==> src/rtl/cpu_pkg.sv <==
// Shared processor definitions: opcodes, instruction field layout and the
// rf_sequencer state encoding.
package cpu_pkg;

  localparam int INSTR_W  = 16;
  localparam int FIELD_W  = 4;
  localparam int OPC_LSB  = 12;
  localparam int RDST_LSB = 8;
  localparam int RS1_LSB  = 4;
  localparam int RS2_LSB  = 0;

  localparam logic [FIELD_W-1:0] OP_NOP  = 4'h0;
  localparam logic [FIELD_W-1:0] OP_HALT = 4'hF;

  typedef enum logic [2:0] {
    ST_IDLE,
    ST_READ,
    ST_EXEC,
    ST_WRITE,
    ST_HALT
  } seq_state_e;

endpackage

==> src/rtl/instr_fields.sv <==
// Combinational slice of an instruction word into its opcode and register
// fields, with flags for the two opcodes that never touch the register file.
module instr_fields
  import cpu_pkg::*;
(
  input  logic [INSTR_W-1:0] instr,
  output logic [FIELD_W-1:0] opcode,
  output logic [FIELD_W-1:0] rdst,
  output logic [FIELD_W-1:0] rs1,
  output logic [FIELD_W-1:0] rs2,
  output logic               is_nop,
  output logic               is_halt
);

  assign opcode  = instr[OPC_LSB  +: FIELD_W];
  assign rdst    = instr[RDST_LSB +: FIELD_W];
  assign rs1     = instr[RS1_LSB  +: FIELD_W];
  assign rs2     = instr[RS2_LSB  +: FIELD_W];
  assign is_nop  = (opcode == OP_NOP);
  assign is_halt = (opcode == OP_HALT);

endmodule

==> src/rtl/rf_sequencer.sv <==
// Issue/control stage in front of the register file: walks each ALU
// instruction through read, execute and a single write-back cycle.
module rf_sequencer
  import cpu_pkg::*;
#(
  parameter int DW = 16,
  parameter int AW = 5
) (
  input  logic               clk,
  input  logic               rst_n,
  input  logic [INSTR_W-1:0] instr_in,
  input  logic               instr_valid,
  output logic               instr_ready,
  output logic [AW-1:0]      rf_reg1,
  output logic [AW-1:0]      rf_reg2,
  output logic [AW-1:0]      rf_rdst,
  output logic               rf_rd,
  output logic [DW-1:0]      rf_in,
  input  logic [DW-1:0]      rf_out1,
  input  logic [DW-1:0]      rf_out2,
  output logic [3:0]         alu_op,
  output logic [DW-1:0]      alu_a,
  output logic [DW-1:0]      alu_b,
  output logic               alu_valid,
  input  logic               alu_done,
  input  logic [DW-1:0]      alu_result,
  output logic               halted,
  output logic [15:0]        retired_count
);

  function automatic logic [AW-1:0] zext(input logic [FIELD_W-1:0] f);
    return {{(AW-FIELD_W){1'b0}}, f};
  endfunction

  logic [FIELD_W-1:0] f_opcode, f_rdst, f_rs1, f_rs2;
  logic               f_is_nop, f_is_halt;

  instr_fields u_fields (
    .instr   (instr_in),
    .opcode  (f_opcode),
    .rdst    (f_rdst),
    .rs1     (f_rs1),
    .rs2     (f_rs2),
    .is_nop  (f_is_nop),
    .is_halt (f_is_halt)
  );

  seq_state_e state_reg, state_next;

  logic               instr_ready_reg, instr_ready_next;
  logic [AW-1:0]      rf_reg1_reg, rf_reg1_next;
  logic [AW-1:0]      rf_reg2_reg, rf_reg2_next;
  logic [AW-1:0]      rf_rdst_reg, rf_rdst_next;
  logic               rf_rd_reg, rf_rd_next;
  logic [DW-1:0]      rf_in_reg, rf_in_next;
  logic [3:0]         alu_op_reg, alu_op_next;
  logic [DW-1:0]      alu_a_reg, alu_a_next;
  logic [DW-1:0]      alu_b_reg, alu_b_next;
  logic               alu_valid_reg, alu_valid_next;
  logic               halted_reg, halted_next;
  logic [15:0]        retired_reg, retired_next;
  logic [FIELD_W-1:0] op_lat_reg, op_lat_next;
  logic [FIELD_W-1:0] rdst_lat_reg, rdst_lat_next;

  logic accept;
  assign accept = instr_valid && instr_ready_reg;

  always_ff @(posedge clk) begin
    if (!rst_n) state_reg <= ST_IDLE;
    else        state_reg <= state_next;
  end

  always_comb begin
    state_next = state_reg;
    unique case (state_reg)
      ST_IDLE: begin
        if (accept) begin
          if (f_is_halt)     state_next = ST_HALT;
          else if (!f_is_nop) state_next = ST_READ;
        end
      end
      ST_READ:  state_next = ST_EXEC;
      ST_EXEC:  if (alu_done) state_next = ST_WRITE;
      ST_WRITE: state_next = ST_IDLE;
      ST_HALT:  state_next = ST_HALT;
      default:  state_next = ST_IDLE;
    endcase
  end

  // Next values for every registered output; each state only touches what it owns.
  always_comb begin
    instr_ready_next = instr_ready_reg;
    rf_reg1_next     = rf_reg1_reg;
    rf_reg2_next     = rf_reg2_reg;
    rf_rdst_next     = rf_rdst_reg;
    rf_rd_next       = rf_rd_reg;
    rf_in_next       = rf_in_reg;
    alu_op_next      = alu_op_reg;
    alu_a_next       = alu_a_reg;
    alu_b_next       = alu_b_reg;
    alu_valid_next   = alu_valid_reg;
    halted_next      = halted_reg;
    retired_next     = retired_reg;
    op_lat_next      = op_lat_reg;
    rdst_lat_next    = rdst_lat_reg;
    unique case (state_reg)
      ST_IDLE: begin
        if (accept) begin
          if (f_is_nop) begin
            retired_next = retired_reg + 16'd1;
          end else if (f_is_halt) begin
            retired_next     = retired_reg + 16'd1;
            halted_next      = 1'b1;
            instr_ready_next = 1'b0;
          end else begin
            instr_ready_next = 1'b0;
            rf_reg1_next     = zext(f_rs1);
            rf_reg2_next     = zext(f_rs2);
            op_lat_next      = f_opcode;
            rdst_lat_next    = f_rdst;
          end
        end
      end
      ST_READ: begin
        alu_a_next     = rf_out1;
        alu_b_next     = rf_out2;
        alu_op_next    = op_lat_reg;
        alu_valid_next = 1'b1;
      end
      ST_EXEC: begin
        if (alu_done) begin
          alu_valid_next = 1'b0;
          rf_in_next     = alu_result;
          rf_rdst_next   = zext(rdst_lat_reg);
          rf_rd_next     = 1'b0;
        end
      end
      ST_WRITE: begin
        // Address and data stay put so the write edge sees stable inputs.
        rf_rd_next       = 1'b1;
        retired_next     = retired_reg + 16'd1;
        instr_ready_next = 1'b1;
      end
      default: ;
    endcase
  end

  always_ff @(posedge clk) begin
    if (!rst_n) begin
      instr_ready_reg <= 1'b1;
      rf_reg1_reg     <= '0;
      rf_reg2_reg     <= '0;
      rf_rdst_reg     <= '0;
      rf_rd_reg       <= 1'b1;
      rf_in_reg       <= '0;
      alu_op_reg      <= '0;
      alu_a_reg       <= '0;
      alu_b_reg       <= '0;
      alu_valid_reg   <= 1'b0;
      halted_reg      <= 1'b0;
      retired_reg     <= '0;
      op_lat_reg      <= '0;
      rdst_lat_reg    <= '0;
    end else begin
      instr_ready_reg <= instr_ready_next;
      rf_reg1_reg     <= rf_reg1_next;
      rf_reg2_reg     <= rf_reg2_next;
      rf_rdst_reg     <= rf_rdst_next;
      rf_rd_reg       <= rf_rd_next;
      rf_in_reg       <= rf_in_next;
      alu_op_reg      <= alu_op_next;
      alu_a_reg       <= alu_a_next;
      alu_b_reg       <= alu_b_next;
      alu_valid_reg   <= alu_valid_next;
      halted_reg      <= halted_next;
      retired_reg     <= retired_next;
      op_lat_reg      <= op_lat_next;
      rdst_lat_reg    <= rdst_lat_next;
    end
  end

  assign instr_ready   = instr_ready_reg;
  assign rf_reg1       = rf_reg1_reg;
  assign rf_reg2       = rf_reg2_reg;
  assign rf_rdst       = rf_rdst_reg;
  assign rf_rd         = rf_rd_reg;
  assign rf_in         = rf_in_reg;
  assign alu_op        = alu_op_reg;
  assign alu_a         = alu_a_reg;
  assign alu_b         = alu_b_reg;
  assign alu_valid     = alu_valid_reg;
  assign halted        = halted_reg;
  assign retired_count = retired_reg;

endmodule
==> config.mk <==
export PLATFORM = sky130hd
export DESIGN_NAME = rf_sequencer
export DESIGN_NICKNAME = d
export VERILOG_FILES = /design/src/rtl/cpu_pkg.sv /design/src/rtl/instr_fields.sv /design/src/rtl/rf_sequencer.sv
export SDC_FILE = /design/constraint.sdc
export NUM_CORES = 1
export LEC_CHECK = 0
export ABC_AREA = 1
export CAP_MARGIN = 0
export CORE_AREA = 2 2 102 104
export DETAILED_ROUTE_END_ITERATION = 12
export DIE_AREA = 0 0 104 106
export GPL_TIMING_DRIVEN = 0
export HOLD_SLACK_MARGIN = 0.06
export PLACE_DENSITY = 0.73
export SLEW_MARGIN = 20
export SYNTH_ARGS = -nofsm -noshare
export SYNTH_HDL_FRONTEND = slang
export SYNTH_HIERARCHICAL = 1
export SYNTH_SLANG_ARGS = --single-unit
export TNS_END_PERCENT = 30
==> constraint.sdc <==
create_clock -name clk -period 1.8 [get_ports clk]
set_clock_uncertainty 0.15 [all_clocks]
set_input_delay 0.27 -clock clk [delete_from_list [all_inputs] [get_ports clk]]
set_output_delay 0.27 -clock clk [all_outputs]
set_load 0.02 [all_outputs]
Word-level counts from Yosys, hierarchy flattened
Cells that the tools add are included.
Storage, ports and cells
  register bits after elaboration: 95
  bits of input ports: 68
  logic and storage cells: 57
  output and inout port bits: 87
Operators by class
  reduce and logical (&&, ||, !) cells: 14
  add/sub/neg operators: 1
  mux-type cells: 15
  equality and inequality tests: 10
  bitwise operators: 2
Operators with widths (count)
  $mux W16: 3
  $pmux W16 S2: 1
  $add A16 B1 Y16 const B: 1
  $mux W3: 4
  $pmux W3 S4: 1
  $reduce_and A3 Y1: 3
  $reduce_and A4 Y1: 2
  $eq A3 B2 Y1 const B: 2
  $ne A2 B2 Y1 const B: 3
  $ne A3 B3 Y1 const B: 2
  $pmux W1 S2: 3
  $reduce_and A2 Y1: 3
  $reduce_bool A2 Y1: 3
  $eq A4 B4 Y1 const B: 1
  $logic_not A4 Y1: 1
  $eq A3 B1 Y1 const B: 1
  $eq A3 B3 Y1 const B: 1
  $logic_not A3 Y1: 1
  $mux W1: 3
  $not A1 Y1: 2
  $logic_and A1 B1 Y1: 1

Depth between registers and ports, before layout
  depth after elaboration: 5
  depth in mapped cells: 11
  depth with buffers taken out: 11

By module
Netlist, hierarchy kept.
Modules (own cells, without submodules)
  rf_sequencer: sequential area each 1901.8 µm², cells an instance 499, instances 1, area an instance 3743.6 µm²
  instr_fields: sequential area each 0.0 µm², cells an instance 26, instances 1, area an instance 157.7 µm²

Worst setup path before layout
No wires, ideal clock.
  path kind: reg2reg
  from: register retired_reg[0], in the netlist retired_count[0]
  to: register retired_reg[12], in the netlist retired_count[12]
  library setup time: 113 ps
  clock period less this slack: 1591 ps
  path slack: 209 ps
  required time: 1537 ps
  data arrival time: 1328 ps
  stages on the path, launching flop included: 9
  path through: dfxtp_1 ha_1 nand2_1 nor2_1 nand3_1 nor2_1 nand2_1 nand2_1 nor2_1
On the way
  word-level cells in the longest chain between the ends: 5
Ends and longest elaborated chain
  from (decl): RTL line rf_sequencer.sv:61  | logic [15:0] retired_reg, retired_next;
  from (signal assigned): RTL line rf_sequencer.sv:176  | retired_reg <= retired_next;
  $add A16 B1 Y16 *: RTL line rf_sequencer.sv:110, rf_sequencer.sv:112, rf_sequencer.sv:141
  $mux W16: RTL line rf_sequencer.sv:111  | end else if (f_is_halt) begin
  $mux W16: RTL line rf_sequencer.sv:109  | if (f_is_nop) begin
  $mux W16: RTL line rf_sequencer.sv:108  | if (accept) begin
  $pmux W16 S2 *: RTL line rf_sequencer.sv:106  | unique case (state_reg)
Every way passes the cells marked *; elsewhere a longest branch is shown, timed or not. The select of a mux whose other input is x is not followed.
A chain may end at the register's enable or synchronous reset.

Worst setup path in the final report
  from: register rf_reg1_reg[0], in the netlist rf_reg1[0]
  to: output rf_reg1[0]
RTL lines
  from (decl): RTL line rf_sequencer.sv:51  | logic [AW-1:0] rf_reg1_reg, rf_reg1_next;
  from (signal assigned): RTL line rf_sequencer.sv:166  | rf_reg1_reg <= rf_reg1_next;
  to (decl): RTL line rf_sequencer.sv:14  | output logic [AW-1:0] rf_reg1,
No word-level cell between the ends.

==> summary by stage <==
CTS
Counting every sink on the clock net gives 95. The clock-pin slew reported for the worst setup and hold paths after clock tree synthesis is 0.09 ns. TritonCTS created 9 clock buffers. The clock tree from TritonCTS is done.

The depth of the CTS H-tree is 3. The CTS root buffer is sky130_fd_sc_hd__clkbuf_8. Clock latency on the worst-skew pair, taken at its later pin, is 0.35 ns. Counting along the longest clock path gives a buffer depth of 2.

STA
The highest clock rate is 572 MHz. The number of endpoints with negative hold slack in the final report was 0. The number of slew-limit violations in the final report is 0.

The minimum clock period is 1.75 ns. The slew at the pin closest to its max-slew limit is 0.507 ns. In this run the tightest slew margin relative to its limit is 66.2%. The final-report setup violation count is 0. The fraction of the cycle the final worst path needs is ~97%.

Pwr
The total power per unit cell area is 962 nW/um^2. The clock network accounts for 26.6% of the total power. In this run switching power makes up between 30% and 40% of total power.

Cell internal power was estimated by the tool at 3.87 mW. Across the VDD grid, the largest voltage drop is 473 uV. Per report_power, the combinational group accounts for 29.3% of the total. Of the total power, registers draw 44.2%. The static power due to leakage is 2.37 nW. The reported net switching power is 1.78 mW.

Die
The die is 104 microns wide. The core region is 10000 sq um. The die covers 11000 sq um.

The top-level I/O count is 155. The initial utilization of the core area, before any placement, comes to 39.0%. The number of placement rows is 37. The floorplan step set the die height to roughly 110 microns.

Finish
The core utilization of the finished layout is between 50 and 60%. The register area is 1900 sq um. The multi-input combinational cell area is 1540 sq um.

The post-route netlist has about a tenth of its cells at a drive strength greater than 1. The cell area after layout is approximately 5900 sq um. Fill cells in the final layout number 925. After the last flow step, the layout net total stands at ~760. The number of antenna diodes in the final layout is 0. The area growth from synthesis to layout is 50.5%.

Setup path
The slowest stage of the critical path belongs to the cell sky130_fd_sc_hd__clkdlybuf4s50_1. The critical path start-end classification is register to primary output. The arrival time at the worst endpoint is approximately 1.3 ns. The critical path startpoint category is a register. The internal reg-to-reg setup slack is 0.18 ns.

The worst setup path is captured at a primary output. Of all nets on the critical path, the largest fanout is 2. The number of buffers and inverters on the critical path is 1. The peak per-stage delay on the critical path is 0.62 ns. The critical path goes through clkdlybuf4s50_1. Grouping stages by cell kind, the critical path spends the most delay in buffers and inverters. The worst path required time is 1.38 ns.

GRT
The first-pass GRT wire length is 17.5 mm. The via count of the first global-routing pass was 3713. The initial antenna violation count is 0. The final global-route overflow total is 0. The overall track demand over capacity in global routing is 19.5%. Entering global routing, the biggest net connects 16 pins.

Synthesis
The number of storage elements in the synthesis netlist is 95. The count of cell types in the netlist is 25. The portion of synthesized area spent on multiplexers is 0%. Dividing the synthesized area by the synthesized cell count gives 7.43 sq um.

The post-synthesis sequential area ratio is between 40% and 50%. The adder and majority cell fraction of the synthesized area is 0.321%. The share of the synthesized area in compound gates (AO/OA/AOI/OAI) is 16.3%. Counting every instance in the synthesized netlist gives 525. The post-synthesis share of cell area spent on and, or, nand and nor gates is 21.8%. The xor/xnor share of the synthesized area is 0%. The area of the mapped netlist is 3900 sq um.

The largest family of logic cells by synthesized area is simple AND/OR/NAND/NOR gates. The number of warnings printed during yosys synthesis is 6.

Placed design
The post-placement cell area is 5470 sq um. Port buffering added 139 buffers. The half-perimeter wire length of the detailed placement result is 7.90 mm.

The routability congestion estimate from global placement is 0.852.

Detailed routing
After detailed routing, the number of remaining DRC violations is 0. After detailed routing, the number of vias per cell comes to 4.61. The total routed wirelength is 10.5 mm. The first routing iteration left 145 violations. The number of vias after detailed routing is 3848. In the final routed layout, each cell accounts on average for 12.6 microns. The number of routed nets with antenna violations is 0. For this run, the detailed router's first-pass iteration total came to 4.

Worst hold path
The worst min-delay path category is register to register.

Run status
The flow ran to the end, and the final reports show no timing, DRC or antenna violations.

Run
The count of max-cap constraint violations is 0.
==> power groups by stage <==
stage / clock network [mW] / logic (mW) / registers [mW]
after floorplan: 0 / 0.629 / 2.80
after global placement: 0 / 1.60 / 2.53
after detailed placement: 0 / 1.63 / 2.54
after CTS: 1.54 / 1.66 / 2.50
after global routing: 1.61 / 1.81 / 2.53
final: 1.50 / 1.65 / 2.50
==> path summary, 6_finish.rpt <==
check	startpoint	cells after the start	to
worst max-delay path	rf_reg1[0]	1	rf_reg1[0]
worst min-delay path	alu_op[2]	2	alu_op[2]
worst max register to register	retired_count[0]	8	retired_count[14]
worst min register to register	alu_op[2]	2	alu_op[2]
==> cells in the mapped netlist <==
cell | n | share of area (%)
sky130_fd_sc_hd__nor2_4 | 3 | 0.87
sky130_fd_sc_hd__nand2_1 | 110 | 11
sky130_fd_sc_hd__a31oi_1 | 2 | 0.32
sky130_fd_sc_hd__nand3b_1 | 1 | 0.19
sky130_fd_sc_hd__inv_1 | 56 | 5.4
sky130_fd_sc_hd__buf_6 | 2 | 0.58
sky130_fd_sc_hd__clkinv_1 | 1 | 0.096
sky130_fd_sc_hd__nor3_2 | 1 | 0.26
sky130_fd_sc_hd__nor2_1 | 42 | 4.0
sky130_fd_sc_hd__buf_4 | 23 | 4.4
sky130_fd_sc_hd__clkbuf_1 | 13 | 1.3
sky130_fd_sc_hd__nand3_4 | 1 | 0.45
sky130_fd_sc_hd__inv_2 | 2 | 0.19
sky130_fd_sc_hd__a211o_1 | 1 | 0.22
sky130_fd_sc_hd__buf_2 | 6 | 0.77
sky130_fd_sc_hd__nor3_1 | 3 | 0.38
sky130_fd_sc_hd__nand4_1 | 1 | 0.16
sky130_fd_sc_hd__nor2_2 | 2 | 0.32
sky130_fd_sc_hd__a21oi_1 | 83 | 11
sky130_fd_sc_hd__o21ai_0 | 40 | 5.1
sky130_fd_sc_hd__nand3_1 | 33 | 4.2
sky130_fd_sc_hd__nand2_2 | 2 | 0.32
sky130_fd_sc_hd__ha_1 | 1 | 0.32
sky130_fd_sc_hd__conb_1 | 1 | 0.096
sky130_fd_sc_hd__dfxtp_1 | 95 | 49
==> cell type report <==
class / count / share of cell area [%]
well taps: 136 / 2.90
flip-flops and latches: 95 / 32.4
inverters: 59 / 3.77
clock inverters: 4 / 0.895
clock buffers: 12 / 2.81
repair buffers: 155 / 26.3
plain buffers: 44 / 4.75
multi-input cells: 329 / 26.2
==> through the flow <==
step	power, mW	cells	hold slack [ns]	setup WS (ns)	setup TNS (ns)
2_1_floorplan	3.43	527	0.263	0.209	0
3_3_place_gp	4.13	802	0.281	-0.459	-11.90
3_5_place_dp	4.18	802	0.284	-0.526	-13.27
4_1_cts	5.69	830	0.297	0.00218	0
5_1_grt	5.95	834	0.320	-0.00930	-0.0128
6_report	5.65	834	0.294	0.0530	0
==> cell families (layout without fill, tap and decap cells) <==
kind of cell    count (synthesis)  count (layout)
compound gates                126             126
fa+ha+maj                       1               1
buf+inv                       103             274
flops                          95              95
other cells                     1               3
simple gates                  199             199
==> cell usage in the layout, fill, tap and decap left out, types with 6 or more instances in the layout <==
cell                              netlist  routed
sky130_fd_sc_hd__clkbuf_8               0      12
sky130_fd_sc_hd__dlygate4sd3_1          0      12
sky130_fd_sc_hd__buf_2                  6       6
sky130_fd_sc_hd__nor2_4                 3       6
sky130_fd_sc_hd__dlymetal6s2s_1         0       7
sky130_fd_sc_hd__o21ai_0               40      40
sky130_fd_sc_hd__clkbuf_1              13      12
sky130_fd_sc_hd__nand3_1               33      33
sky130_fd_sc_hd__inv_1                 56      56
sky130_fd_sc_hd__a21oi_1               83      83
sky130_fd_sc_hd__nand2_1              110     109
sky130_fd_sc_hd__clkdlybuf4s50_1        0     119
sky130_fd_sc_hd__dlygate4sd2_1          0      13
sky130_fd_sc_hd__dfxtp_1               95      95
sky130_fd_sc_hd__nor2_1                42      38
sky130_fd_sc_hd__buf_4                 23      26
==> repair_timing <==
item                       in CTS  in global routing
resized for setup              16                 15
pin swaps                       0                  2
hold buffers                   12                  0
setup buffers                   0                  4
hold endpoints to repair       12                  0
setup endpoints to repair      23                 33
==> metal layers <==
| layer | part of all wire (%) | GRT usage (%) | up-vias | routed length (microns) |
|---|---|---|---|---|
| li1 | - | - | 1997 | - |
| met1 | 44 | 23.5 | 1723 | 4650 |
| met2 | 48 | 33.6 | 108 | 5060 |
| met3 | 5.8 | 4.48 | 20 | 614 |
| met4 | 2.1 | 7.82 | 0 | 220 |
| met5 | 0 | 0 | - | 0 |
No activity file was read; power rests on OpenSTA's default activity.
